`src/rtl/psum_axis_serializer.sv`:
```
// -----------------------------------------------------------------------------
// psum_axis_serializer
//
// Captures one finished partial-sum vector from the compute array into a
// single buffer and streams it out as an AXI4-Stream master, one data word per
// beat, low word first, with TLAST on the final beat. Only one vector is held
// at a time; a vector offered while the buffer is busy is dropped and flagged.
//
// Ports:
//   clk, rst        clock (rising edge) and synchronous active-high reset
//   psum_in         partial-sum vector, sampled only on capture
//   psum_valid      psum_in holds a finished vector
//   psum_ready      serializer can capture a vector (low while in reset)
//   num_beats       beats to emit for the captured vector (0 or > max = full)
//   err_clr         clears overflow_err (a simultaneous new overflow wins)
//   M_AXIS_*        AXI4-Stream master (TDATA/TSTRB/TVALID/TLAST/TREADY)
//   busy            vector captured and not yet fully sent
//   done            one-cycle pulse after the last beat handshake
//   overflow_err    sticky: vector offered while not ready
// -----------------------------------------------------------------------------
module psum_axis_serializer #(
    parameter int PSUM_WIDTH           = 1280,
    parameter int C_M_AXIS_TDATA_WIDTH = 32,
    parameter int MAX_BEATS            = PSUM_WIDTH / C_M_AXIS_TDATA_WIDTH,
    parameter int BEAT_CNT_WIDTH       = 6
) (
    input  logic                                clk,
    input  logic                                rst,
    input  logic [PSUM_WIDTH-1:0]               psum_in,
    input  logic                                psum_valid,
    output logic                                psum_ready,
    input  logic [BEAT_CNT_WIDTH-1:0]           num_beats,
    input  logic                                err_clr,
    output logic [C_M_AXIS_TDATA_WIDTH-1:0]     M_AXIS_TDATA,
    output logic [C_M_AXIS_TDATA_WIDTH/8-1:0]   M_AXIS_TSTRB,
    output logic                                M_AXIS_TVALID,
    output logic                                M_AXIS_TLAST,
    input  logic                                M_AXIS_TREADY,
    output logic                                busy,
    output logic                                done,
    output logic                                overflow_err
);

    localparam int DW = C_M_AXIS_TDATA_WIDTH;
    localparam int SW = C_M_AXIS_TDATA_WIDTH / 8;
    localparam logic [BEAT_CNT_WIDTH-1:0] MAX_BEATS_W = BEAT_CNT_WIDTH'(MAX_BEATS);
    localparam logic [BEAT_CNT_WIDTH-1:0] ONE         = BEAT_CNT_WIDTH'(1);

    typedef enum logic {
        IDLE = 1'b0,
        SEND = 1'b1
    } state_t;

    state_t                    state_reg, state_next;
    logic [BEAT_CNT_WIDTH-1:0] cnt_reg;
    logic [BEAT_CNT_WIDTH-1:0] beats_lat_reg;
    logic                      done_reg;
    logic                      overflow_reg;

    // Buffer kept as an array of words; beat k is always at word 0 once k
    // beats have been shifted out.
    logic [DW-1:0] buf_reg  [MAX_BEATS];
    logic [DW-1:0] buf_next [MAX_BEATS];

    logic                      capture;
    logic                      beat_fire;
    logic                      last_beat;
    logic                      m_valid;
    logic [BEAT_CNT_WIDTH-1:0] beats_sel;

    // Out-of-range beat requests mean "send the whole vector".
    assign beats_sel = ((num_beats == '0) || (num_beats > MAX_BEATS_W)) ? MAX_BEATS_W : num_beats;

    // ------------------------------------------------------------------
    // Next-state and output decode
    // ------------------------------------------------------------------
    always_comb begin
        state_next = state_reg;
        psum_ready = 1'b0;
        busy       = 1'b0;
        m_valid    = 1'b0;
        capture    = 1'b0;
        beat_fire  = 1'b0;
        last_beat  = 1'b0;
        case (state_reg)
            IDLE: begin
                // Gated by rst so the compute side never sees ready in reset.
                psum_ready = !rst;
                capture    = psum_valid && !rst;
                if (capture) begin
                    state_next = SEND;
                end
            end
            SEND: begin
                busy      = 1'b1;
                m_valid   = 1'b1;
                last_beat = (cnt_reg == beats_lat_reg - ONE);
                beat_fire = M_AXIS_TREADY;
                if (beat_fire && last_beat) begin
                    state_next = IDLE;
                end
            end
            default: begin
                state_next = IDLE;
            end
        endcase
    end

    assign M_AXIS_TVALID = m_valid;
    assign M_AXIS_TLAST  = last_beat;
    assign M_AXIS_TDATA  = m_valid ? buf_reg[0] : '0;
    assign M_AXIS_TSTRB  = {SW{m_valid}};
    assign done          = done_reg;
    assign overflow_err  = overflow_reg;

    // ------------------------------------------------------------------
    // Per-word buffer update: load on capture, shift down one word per beat
    // ------------------------------------------------------------------
    genvar gi;
    generate
        for (gi = 0; gi < MAX_BEATS; gi++) begin : g_word
            logic [DW-1:0] shift_in;
            if (gi == MAX_BEATS - 1) begin : g_top
                assign shift_in = '0;
            end else begin : g_mid
                assign shift_in = buf_reg[gi+1];
            end
            assign buf_next[gi] = capture   ? psum_in[gi*DW +: DW] :
                                  beat_fire ? shift_in             :
                                              buf_reg[gi];
        end
    endgenerate

    // ------------------------------------------------------------------
    // State, counters, flags
    // ------------------------------------------------------------------
    always_ff @(posedge clk) begin
        if (rst) begin
            state_reg     <= IDLE;
            cnt_reg       <= '0;
            beats_lat_reg <= '0;
            done_reg      <= 1'b0;
            overflow_reg  <= 1'b0;
            for (int i = 0; i < MAX_BEATS; i++) begin
                buf_reg[i] <= '0;
            end
        end else begin
            state_reg <= state_next;
            buf_reg   <= buf_next;
            if (capture) begin
                cnt_reg       <= '0;
                beats_lat_reg <= beats_sel;
            end else if (beat_fire) begin
                cnt_reg <= cnt_reg + ONE;
            end
            done_reg <= beat_fire && last_beat;
            // A new offending offer takes priority over a clear request.
            if (psum_valid && !psum_ready) begin
                overflow_reg <= 1'b1;
            end else if (err_clr) begin
                overflow_reg <= 1'b0;
            end
        end
    end

endmodule

```
`config.mk`:
```
export PLATFORM = sky130hd
export DESIGN_NAME = psum_axis_serializer
export DESIGN_NICKNAME = d
export VERILOG_FILES = /design/src/rtl/psum_axis_serializer.sv
export SDC_FILE = /design/constraint.sdc
export NUM_CORES = 2
export LEC_CHECK = 0
export CAP_MARGIN = 10
export CELL_PAD_IN_SITES_DETAIL_PLACEMENT = 0
export CELL_PAD_IN_SITES_GLOBAL_PLACEMENT = 1
export CORE_AREA = 2 2 512 514
export DETAILED_ROUTE_END_ITERATION = 16
export DIE_AREA = 0 0 514 516
export PLACE_DENSITY_LB_ADDON = 0.1
export SLEW_MARGIN = 15
export SYNTH_ARGS = -nofsm -noshare
export SYNTH_HDL_FRONTEND = slang
export SYNTH_SLANG_ARGS = --single-unit
```
`constraint.sdc`:
```
create_clock -name clk -period 3 [get_ports clk]
set_input_delay 0.3 -clock clk [delete_from_list [all_inputs] [get_ports clk]]
set_output_delay 0.3 -clock clk [all_outputs]
set_load 0.05 [all_outputs]
```
==> key figures <==
Routing
  • DR WL/cell: 27.4 microns
  • DRT Pass-1 Iters: 6
  • Final ANT Viol Nets: 0
  • Met3 Wirelength: between 20000 and 25000 microns
  • Top layer in use: met5
  • Vias per inst: 4.73
  • Met2 Wirelength: around 150000 microns
  • Post-Route WL: 290000 microns
  • Metal1 wirelength: about 120000 microns
  • Number of DRC markers in iteration 0: a little under 4k
  • Vias after detailed routing: roughly 50k
  • DRC: 0

Die
  • Die Wd: about 510 microns
  • Num rows: approximately 190
  • Die height: between 500 and 600 microns
  • Initial core utilization: about a fifth
  • # IOs: 1333
  • Die ar.: around 270000 sq um
  • Core area: roughly 260000 sq um

Clock network
  • Clock buffer count from CTS: 167
  • Clock Tree Buf Depth: 3
  • Clk_lat worst skew: approximately 800 ps
  • Max H-tree Level: 4
  • Clock-pin slew of the registers on the worst-case setup and hold paths: ~60 ps
  • Root Buffer Master: clkbuf_16
  • Num Clock Sinks: between 1k and 1.5k
  • TritonCTS clock tree: done

Critical path
  • Worst Path Required: roughly 2700 ps
  • Worst Setup End Kind: output port
  • WS Path Type: reg2out
  • CP Launch Type: flip-flop
  • Critical path capture point: M_AXIS_TLAST
  • CP max FO: 3
  • R2r setup slk: 900 ps
  • R2R depth: 7
  • FF-to-FF End: g_word[27].shift_in[10]
  • Crit path from: beats_lat_reg[1]
  • Worst path arrival time: between 2000 and 3000 ps
  • Worst r2r src: state_reg

Placement
  • Setup WS pre-CTS: roughly 350 ps
  • Inst Count DP: approximately 10k
  • IO Port Bufs: around 1.3k
  • Gpl congestion: roughly 0.8
  • Dpl hpwl: 219000 microns

Logic synthesis
  • Area leader, netlist: dfxtp_1
  • Synth cell count leaders: 1324 x nand2_1, 1295 x dfxtp_1, 1252 x a21oi_1
  • Yosys warns: 0
  • Top cells by area, synth: dfxtp_1 52%, a22oi_1 18%, a21oi_1 12%
  • Most numerous cell in the Yosys netlist: nand2_1
  • Seq/Total Area, Yosys: around 52%
  • Syn avg cell area: around 8.6 sq um
  • Synth top area share: 51.7%
  • Register bit total from synthesis: around 1.3k
  • Synthesized Nets: just over 7k
  • Mapped cell area: about 50000 sq um
  • Syn Inst Count: between 5k and 6k
  • Main flop type after synthesis: dfxtp_1
  • Unique masters post-synth: 34
  • Post-synth ARST share: 0%
  • Post-synth EDFFs: 0

STA
  • Min Tclk post-route: roughly 2900 ps
  • Worst Skew: about 47 ps
  • Setup TNS: 0 ps
  • Setup violations, final: 0
  • Pins Over Slew Limit: 0
  • Worst slew margin: 17.6%
  • Measured slew at the worst slew-check pin: 1240 ps
  • Final period utilization: a little over nine tenths
  • RSZ-0062 raised after global routing: no
  • Achievable Freq: between 0.3 and 0.4 GHz
  • Final Hold Violating Endpoints: 0
  • Final worst setup slack: between 100 and 150 ps

Pwr
  • Leak pwr: 23.7 nW
  • Maximum vdd drop: between 0.0005 and 0.0006 V
  • Pwr Density: 609 nW/um^2

Cells and area
  • Post-layout util: 28.2%
  • Final cell count without fillers: 10.6k
  • Flip-flop count of the largest register after layout: 1248
  • Synth-to-layout area growth: 45.6%
  • Layout cells sized above 1: between 6 and 7%
  • NumNets Final: between 8k and 9k

Global routing
  • Grt ovf: 0
  • Vias in the first global route: just under 50k
  • Initial antenna violation count: 229
  • Largest net degree at the start of global routing: a little under 200
  • First-pass GRT wire length: approximately 390000 microns
  • Total GRT Usage: between 20% and 30%

Min path
  • Hold Path Class: in2reg

Flow run
  • Max-cap violations: 0

Status
  • Outcome: finished, final reports clean
[layer usage]
metal  GRT usage [%]  up-vias
li1                -    23500
met1            23.9    24100
met2            37.2     1722
met3            6.29      532
met4            4.93      138
met5               0        -
[layout make-up]
cell class	instances	area (sq um)
fillers	27900	186000
flip-flops and latches	1295	25900
multi-input cells	3980	21600
repair buffers	1526	15600
clock buffers	254	4970
well taps	3402	4260
clock inverters	41	532
diodes	70	175
inverters	2	7.51
[what timing repair did]
action / 4_1_cts / 5_1_grt
endpoints found under the hold margin: 14 / 0
setup endpoints to repair: 17 / 3
cloned: 0 / 0
pin swaps: 1 / 4
hold buffers: 4 / 0
gates resized for setup: 18 / 8
buffers inserted: 0 / 4
[layout by cell type, fill, tap and decap left out, drive strengths merged, types with 26 or more instances in the layout]
cell type | Yosys | routed
dfxtp | 1295 | 1295
buf | 380 | 192
nand3 | 34 | 34
diode | 0 | 70
a311oi | 33 | 33
a22oi | 1215 | 1215
nor2 | 46 | 46
nand2 | 1324 | 1324
clkbuf | 205 | 254
clkinv | 0 | 26
clkdlybuf4s50 | 0 | 1312
a21oi | 1252 | 1252
and2 | 34 | 34
[power breakdown]
part           total [mW]  internal, mW  switching (mW)
Sequential           18.6          18.0           0.588
Clock                20.5          12.0            8.45
Combinational        5.41          2.60            2.81
[stage by stage]
stage | total power [mW] | hold WS [ps] | cell area [sq um]
3_5_place_dp | 24.5 | 442 | 67300
4_1_cts | 45.3 | 6.47 | 72800
6_report | 44.5 | 87.6 | 73000
5_1_grt | 46.3 | 31.3 | 72900
2_1_floorplan | 21.1 | 425 | 50200
3_3_place_gp | 24.4 | 437 | 67300
[how the worst min path moves through the flow]
stage	slack, ps	from	cells past startpoint	end
after floorplan	430	num_beats[1]	1	beats_lat_reg[1]
after global placement	440	buf_reg[1264]	2	buf_reg[1264]
after detailed placement	440	buf_reg[1266]	2	buf_reg[1266]
after CTS	6	psum_in[1248]	3	g_word[38].shift_in[0]
after global routing	30	psum_in[1272]	3	g_word[38].shift_in[24]
final	90	psum_in[1248]	3	g_word[38].shift_in[0]
[critical path: stages, from the launching register on]
cell and delay, ps:
dfxtp_4 350, inv_1 40, ha_2 180, and2_4 160
o21a_1 170, o31a_1 320, nor4_4 380, buf_12 190
[cells by family after synthesis]
| family | after synthesis | share of synthesized area (%) |
|---|---|---|
| buffers and inverters | 587 | 5.38 |
| DFF | 1295 | 51.7 |
| xor gates and xnor gates | 12 | 0.210 |
| and+or+nand+nor | 1455 | 11.3 |
| AOI/OAI and AO/OA | 2511 | 31.4 |
| adders and majority gates | 2 | 0.0499 |
Power figures use the tool's default switching activity.
